File: config.mk
export PLATFORM = sky130hd
export DESIGN_NAME = blctrl_scheduler
export DESIGN_NICKNAME = d
export VERILOG_FILES = /design/src/rtl/blctrl_scheduler.sv
export SDC_FILE = /design/constraint.sdc
export NUM_CORES = 1
export LEC_CHECK = 0
export CAP_MARGIN = 20
export CORE_MARGIN = 1.5
export CORE_UTILIZATION = 45
export DETAILED_ROUTE_END_ITERATION = 16
export HOLD_SLACK_MARGIN = 0.1
export PLACE_DENSITY = 0.71
export SLEW_MARGIN = 20
export SYNTH_ARGS = -nofsm -noshare
export SYNTH_HDL_FRONTEND = slang
export SYNTH_SLANG_ARGS = --single-unit
File: constraint.sdc
create_clock -name clk -period 2.3 [get_ports clk]
set_input_delay 0.345 -clock clk [delete_from_list [all_inputs] [get_ports clk]]
set_output_delay 0.345 -clock clk [all_outputs]
set_load 0.03 [all_outputs]
File: src/rtl/blctrl_scheduler.sv
// Frame scheduler for up to 8 BL-Ctrl ESCs sharing one I2C master.
// Each frame tick snapshots speeds/enables and issues one byte write per enabled motor.
module blctrl_scheduler #(
  parameter int unsigned FRAME_CYCLES   = 32000,
  parameter logic [6:0]  BASE_ADDR      = 7'h29,
  parameter int unsigned ADDR_STRIDE    = 1,
  parameter int unsigned TIMEOUT_CYCLES = 4096
) (
  input  logic        clk,
  input  logic        rst_n,
  input  logic        master_enable,
  input  logic [7:0]  motor_enable,
  input  logic [63:0] target_speed_flat,
  output logic        cmd_valid,
  input  logic        cmd_ready,
  output logic [6:0]  cmd_addr,
  output logic [7:0]  cmd_data,
  input  logic        cmd_done,
  input  logic        cmd_nack,
  output logic        cmd_abort,
  output logic        busy,
  output logic        frame_done,
  output logic [7:0]  err_flags,
  output logic        overrun,
  input  logic        err_clear,
  output logic [2:0]  state_dbg
);
  localparam int CNT_W = (FRAME_CYCLES > 1) ? $clog2(FRAME_CYCLES) : 1;
  localparam int TMO_W = (TIMEOUT_CYCLES > 1) ? $clog2(TIMEOUT_CYCLES) : 1;
  localparam logic [CNT_W-1:0] CNT_LAST = CNT_W'(FRAME_CYCLES - 1);
  localparam logic [TMO_W-1:0] TMO_LAST = TMO_W'(TIMEOUT_CYCLES - 1);

  typedef enum logic [2:0] {
    S_IDLE  = 3'd0,
    S_LOAD  = 3'd1,
    S_SEL   = 3'd2,
    S_ISSUE = 3'd3,
    S_WAIT  = 3'd4
  } state_t;

  state_t           state, state_nxt;
  logic [CNT_W-1:0] frame_cnt;
  logic [TMO_W-1:0] timer;
  logic [3:0]       idx, idx_nxt;
  logic [7:0]       mask;
  logic [7:0]       spd [8];
  logic             tick, load, timer_clr, overrun_set;
  logic [7:0]       err_set;
  logic [6:0]       addr_off;

  assign tick      = (frame_cnt == CNT_LAST);
  assign busy      = (state != S_IDLE);
  assign state_dbg = state;
  assign addr_off  = 7'(32'(idx[2:0]) * ADDR_STRIDE);

  always_ff @(posedge clk or negedge rst_n) begin
    if (!rst_n) begin
      frame_cnt <= '0;
    end else if (tick) begin
      frame_cnt <= '0;
    end else begin
      frame_cnt <= frame_cnt + 1'b1;
    end
  end

  always_ff @(posedge clk or negedge rst_n) begin
    if (!rst_n) begin
      state <= S_IDLE;
      idx   <= '0;
      timer <= '0;
    end else begin
      state <= state_nxt;
      idx   <= idx_nxt;
      if (timer_clr) begin
        timer <= '0;
      end else if (state == S_WAIT) begin
        timer <= timer + 1'b1;
      end
    end
  end

  always_ff @(posedge clk or negedge rst_n) begin
    if (!rst_n) begin
      mask <= '0;
      for (int i = 0; i < 8; i++) spd[i] <= '0;
    end else if (load) begin
      mask <= motor_enable;
      for (int i = 0; i < 8; i++) spd[i] <= master_enable ? target_speed_flat[8*i +: 8] : 8'h00;
    end
  end

  // A fresh error in the clearing cycle survives because the set term is OR-ed after the clear.
  always_ff @(posedge clk or negedge rst_n) begin
    if (!rst_n) begin
      err_flags <= '0;
      overrun   <= 1'b0;
    end else begin
      err_flags <= (err_clear ? 8'h00 : err_flags) | err_set;
      overrun   <= (err_clear ? 1'b0 : overrun) | overrun_set;
    end
  end

  // Command handshake: cmd_valid is held with stable cmd_addr/cmd_data until the cycle
  // where cmd_valid & cmd_ready are both high; that cycle is the accept and valid drops next.
  always_comb begin
    state_nxt  = state;
    idx_nxt    = idx;
    load       = 1'b0;
    timer_clr  = 1'b0;
    cmd_valid  = 1'b0;
    cmd_abort  = 1'b0;
    frame_done = 1'b0;
    cmd_addr   = 7'h00;
    cmd_data   = 8'h00;
    err_set    = 8'h00;
    case (state)
      S_IDLE: begin
        if (tick) state_nxt = S_LOAD;
      end
      S_LOAD: begin
        load    = 1'b1;
        idx_nxt = 4'd0;
        if (motor_enable == 8'h00) begin
          frame_done = 1'b1;
          state_nxt  = tick ? S_LOAD : S_IDLE;
        end else begin
          state_nxt = S_SEL;
        end
      end
      S_SEL: begin
        if (idx[3]) begin
          frame_done = 1'b1;
          state_nxt  = tick ? S_LOAD : S_IDLE;
        end else if (mask[idx[2:0]]) begin
          state_nxt = S_ISSUE;
        end else begin
          idx_nxt = idx + 4'd1;
        end
      end
      S_ISSUE: begin
        cmd_valid = 1'b1;
        cmd_addr  = BASE_ADDR + addr_off;
        cmd_data  = spd[idx[2:0]];
        if (cmd_ready) begin
          timer_clr = 1'b1;
          state_nxt = S_WAIT;
        end
      end
      S_WAIT: begin
        if (cmd_done) begin
          err_set[idx[2:0]] = cmd_nack;
          idx_nxt           = idx + 4'd1;
          state_nxt         = S_SEL;
        end else if (timer == TMO_LAST) begin
          cmd_abort         = 1'b1;
          err_set[idx[2:0]] = 1'b1;
          idx_nxt           = idx + 4'd1;
          state_nxt         = S_SEL;
        end
      end
      default: state_nxt = S_IDLE;
    endcase
    // A tick landing on the frame's final cycle starts the next frame instead of overrunning.
    overrun_set = tick && busy && !frame_done;
  end
endmodule

After elaboration in Yosys (flattened, before gate mapping):

Index checks and enable logic that the tools add are counted.

* input bits: 79
* bits in registers: 115
* logic and storage cells: 100
* output and inout port bits: 31

* muxes and demuxes: 49
* reduce and logical (&&, ||, !) cells: 12
* equality and inequality tests: 12
* $lt $le $gt $ge: 3
* bitwise gates (word level): 4
* add/sub/neg operators: 4

Operators by type and width (number)
* 2-to-1 mux 8 bit: 15
* binary-select mux 8 bit (select 3 bit): 1
* 2-to-1 mux 12 bit: 2
* 2-to-1 mux 3 bit: 6
* 2-to-1 mux 4 bit: 4
* adder 15 x 1 -> 15 bit, second input constant: 1
* equality test 15 bit, second input constant: 1
* 2-to-1 mux 15 bit: 1
* one-hot mux 3 bit (5 select lines): 1
* 2-to-1 mux 1 bit: 13
* adder 12 x 1 -> 12 bit, second input constant: 1
* equality test 12 bit, second input constant: 1
* one-hot mux 4 bit (3 select lines): 1
* bitwise AND 8 bit: 1
* zero test 8 bit: 1
* inequality test 2 bit, second input constant: 4
* bitwise OR 8 bit: 1
* AND reduction 4 bit: 2
* adder 6 x 3 -> 7 bit, first input constant: 1
* 2-to-1 mux 7 bit: 1
* equality test 3 x 2 -> 1 bit, second input constant: 2
* nonzero test 3 bit: 2
* adder 4 x 1 -> 4 bit, second input constant: 1
* greater-or-equal comparator 4 bit, second input constant: 1
* other kinds (17): 19

Logic depth before layout (Yosys ltp):

* depth after elaboration: 8
* mapped depth: 7
* mapped depth without buffers: 5

Least setup slack after synthesis:

OpenSTA, ideal clock, no wires.

* kind: reg2out
* start: register idx[2]
* end: output port cmd_data[4]
* setup slack: 0.168 ns
* arrival time: 1.787 ns
* stages on the path, launching flop included: 8
* data required time: 1.955 ns
* buffers on the path: 3
* path through: dfrtp_1 -> buf_2 -> buf_2 -> buf_2 -> mux2i_1 -> o2bb2ai_1 -> mux2i_1 -> a21oi_1

* longest elaborated chain between the ends: 5

Ends and longest elaborated chain
* start, declared: RTL line 44 `logic [3:0] idx, idx_nxt;`
* start signal, assigned: RTL line 73 `idx <= idx_nxt;`
* NOT 3 -> 4 bit (not written as such): RTL line 143 `cmd_data = spd[idx[2:0]];`
* binary-select mux 8 bit (select 3 bit): RTL line 143
* 2-to-1 mux 8 bit (not written as such) (2 in a row): RTL line 143
* 2-to-1 mux 8 bit: RTL line 116 `case (state)`
* end, declared: RTL line 17 `output logic [7:0] cmd_data,`

No other way between the ends. The select of a mux whose other input is x is not followed.

Final worst setup path:

* start: register idx[2]
* end: output port cmd_data[7]

The elaborated chain is that of the path after synthesis.

==> results_dict.tcl <==
set metrics [dict create \
    setup_violations 3 \
    final_cell_mix "nand2_1 (153), dfrtp_1 (112), clkdlybuf4s50_1 (88)" \
    wl_um 14800 \
    detail_route.wl_per_cell_um 15.58 \
    startpoint_type "register" \
    grt_pass1_wl_um 23490 \
    tightest_slew_ps 587.4 \
    clk_latency_ps 420 \
    dp_cells 898 \
    clk_pin_slew_ps 50 \
    vias 5051 \
    endpoint_kind "output port" \
    required_ps 1960 \
    switching_power_mw 3.152 \
    cts_tree "yes" \
    grtUsageMet1_pct 26.46 \
    postRouteAntennaNets 0 \
    maxCapViolations 0 \
    grt_max_degree 138 \
    row_count 41 \
    syn_area_per_cell_um2 9.174 \
    core-area_mm2 0.01262 \
    diodes 0 \
    synth_cell_types 55 \
    skew_ps 8.022 \
    nFillCells 1034 \
    gr-usage-met2_pct 37.97 \
    relSlewSlack_pct 60.63 \
    drc 0 \
    synth-main-ff-cell "dfrtp_1" \
    grt_overflow_total 0 \
    track_usage_pct 22.62 \
    htree_num_levels 4 \
    p_per_area_mw_per_mm2 1118 \
    status "finished with violations" \
    finalHoldViolations 0 \
    synth_area_mm2 0.005826 \
    synth_edf_count 0 \
    synthArstFlopShare_pct 100.0 \
    clock-sinks 115 \
    cp_max_fo 4 \
    gp_congestion 0.8401 \
    viasPerCell 5.317 \
    p_int_mw 5.826 \
    switching_share_pct 35.11 \
    drtIter0Drc 385 \
    multi_input_area_mm2 0.002788 \
    yosysSeqAreaShare_pct 49.40 \
    slew_viol_final 0 \
    criticalPathCategory "register to output port" \
    synth_top_area_share_pct 49.40 \
    worst_ep_arrival_time_ps 2010 \
    fp.dieH_um 116.8 \
    first_pass_iters 5 \
    instances_no_fill 950 \
    die_x_um 116.8 \
    cts_root_buffer "clkbuf_16" \
    nets 848 \
    min_path_type "input pin to register" \
    violations "setup timing" \
    timing.fmax_ghz 0.4255 \
    use_met3_pct 7.467 \
    p_clk_share_pct 28.4 \
    synthTopCellsByArea "dfrtp_1 (49%), nand2_1 (9.9%), o21ai_0 (6.5%), mux2_2 (3.1%), mux2i_1 (2.6%)" \
    ys_ff_latch 115 \
    syn_nets 718 \
    area_delta_synth_final_pct 37.84 \
    vdd.ir_drop.worst_v 0.0007004 \
    dp_hpwl_um 10200 \
    drive_gt1_share_pct 18.51 \
    port_buffers 108 \
    synth_cells 635 \
    grt_pass1_vias 4983 \
    ys_warn_count 0 \
    rsz0062_at_grt "yes" \
    setup_slack_ps -50.42 \
    comb_power_share_pct 35.8 \
    p_leak_nw 3.449 \
    busiest_layer "met2" \
    fp.dieArea_mm2 0.01364 \
    seq_area_mm2 0.002882 \
    yosys.area.top_type "dfrtp_1" \
    fin_crit_ps 2350 \
    io_pins 110 \
    clk_path_buf_depth 2 \
    cts_buffers 17 \
    fin_crit_sh_pct 102.2 \
    antenna_found_initial 0 \
    start_util_pct 46.16 \
    mostFrequentLayoutCell "nand2_1" \
    final_util_pct 63.63 \
    seqPwrFrac_pct 35.9 \
    hold_ws_ps 299.3 \
]
[worst max-delay path: stages, from the launching register on]
cell and delay [ps]:
dfrtp_2 430, buf_4 130, mux2_2 330, a221oi_2 250, a21oi_1 100, o21a_1 210, buf_6 140
[stage by stage]
stage          setup WS [ps]  area (um^2)  TNS [ps]  power (mW)
2_1_floorplan          168.3         5826         0       5.139
3_3_place_gp          -16.16         7104    -16.16       6.011
3_5_place_dp          -50.93         7104    -66.31       6.124
4_1_cts               -151.2         7818    -704.4       8.780
5_1_grt               -144.4         8030    -617.8       9.543
6_report              -50.42         8030    -108.7       8.978
[cell usage after synthesis (2+ instances only)]
master / instances
a21o_1: 4
a21oi_1: 14
a221oi_1: 4
a22o_1: 4
a22oi_1: 8
and2_1: 7
and3_1: 2
buf_1: 5
buf_2: 9
buf_4: 2
buf_6: 3
clkbuf_1: 24
dfrtp_1: 115
ha_1: 4
inv_1: 15
mux2_2: 16
mux2i_1: 15
mux4_2: 4
nand2_1: 153
nand2b_1: 6
nand3_1: 17
nand3b_1: 2
nand4_1: 7
nor2_1: 29
nor2b_1: 3
nor3_1: 7
nor4_1: 8
o211ai_1: 6
o21a_1: 3
o21ai_0: 76
o22ai_1: 5
o2bb2ai_1: 4
o32ai_1: 4
o41ai_1: 2
or2_2: 2
or3_1: 4
or3b_1: 3
or3b_2: 3
or4_1: 4
xnor2_1: 10
xor2_1: 8
[cell type report]
type | instances | area share, %
Multi-Input combinational cell | 462 | 34.71
Timing Repair Buffer | 154 | 18.90
Sequential cell | 115 | 35.88
Clock inverter | 10 | 1.340
Tap cell | 172 | 2.680
Clock buffer | 22 | 5.781
Inverter | 15 | 0.7012
[cells by family (layout without fill, tap and decap cells)]
kind of cell,count (synthesis),after routing,synth area share [%]
other cells,1,1,0.06437
xor+xnor,18,18,2.706
fa+ha+maj,4,4,0.8591
mux,35,35,7.216
simple gates,264,264,20.79
flops,115,115,49.40
buf+inv,58,201,4.446
compound gates,140,140,14.52
[power by group through the flow]
stage	combinational, mW	clock [mW]	sequential (mW)
after floorplan	2.06	0	3.08
after global placement	2.82	0	3.19
after detailed placement	2.90	0	3.23
after CTS	3.00	2.57	3.21
after global routing	3.53	2.69	3.32
final	3.21	2.55	3.22
[repair_timing]
action	4_1_cts	5_1_grt
hold buffers	1	0
buffers inserted	5	14
gates cloned	1	0
endpoints found under the hold margin	28	0
pin swaps	0	14
setup endpoints to repair	13	12
gates resized for setup	34	38
[final timing paths]
| path | cells after the start | start | endpoint | slack (ps) |
|---|---|---|---|---|
| worst min register to register | 1 | frame_cnt[0] | frame_cnt[0] | 480 |
| worst min-delay path | 3 | master_enable | spd[20] | 300 |
| max in group asynchronous | 3 | rst_n | spd[27] | 1210 |
| worst max register to register | 6 | idx[2] | idx[1] | 190 |
| min in group asynchronous | 2 | rst_n | state_dbg[2] | 410 |
| worst max-delay path | 6 | idx[2] | cmd_data[7] | -50 |
[state kept, by name, indices dropped and copies added, names as in the netlist]
name,cells
idx,4
state_dbg,3
frame_cnt,15
timer,12
overrun,1
err_flags,8
spd,64
mask,8
[per-layer routing]
layer / part of all wire, % / wire length (um)
met1: 42 / 6191
met2: 50 / 7328
met3: 5.9 / 868
met4: 2.8 / 410
met5: 0 / 0
Power figures use the tool's default switching activity.
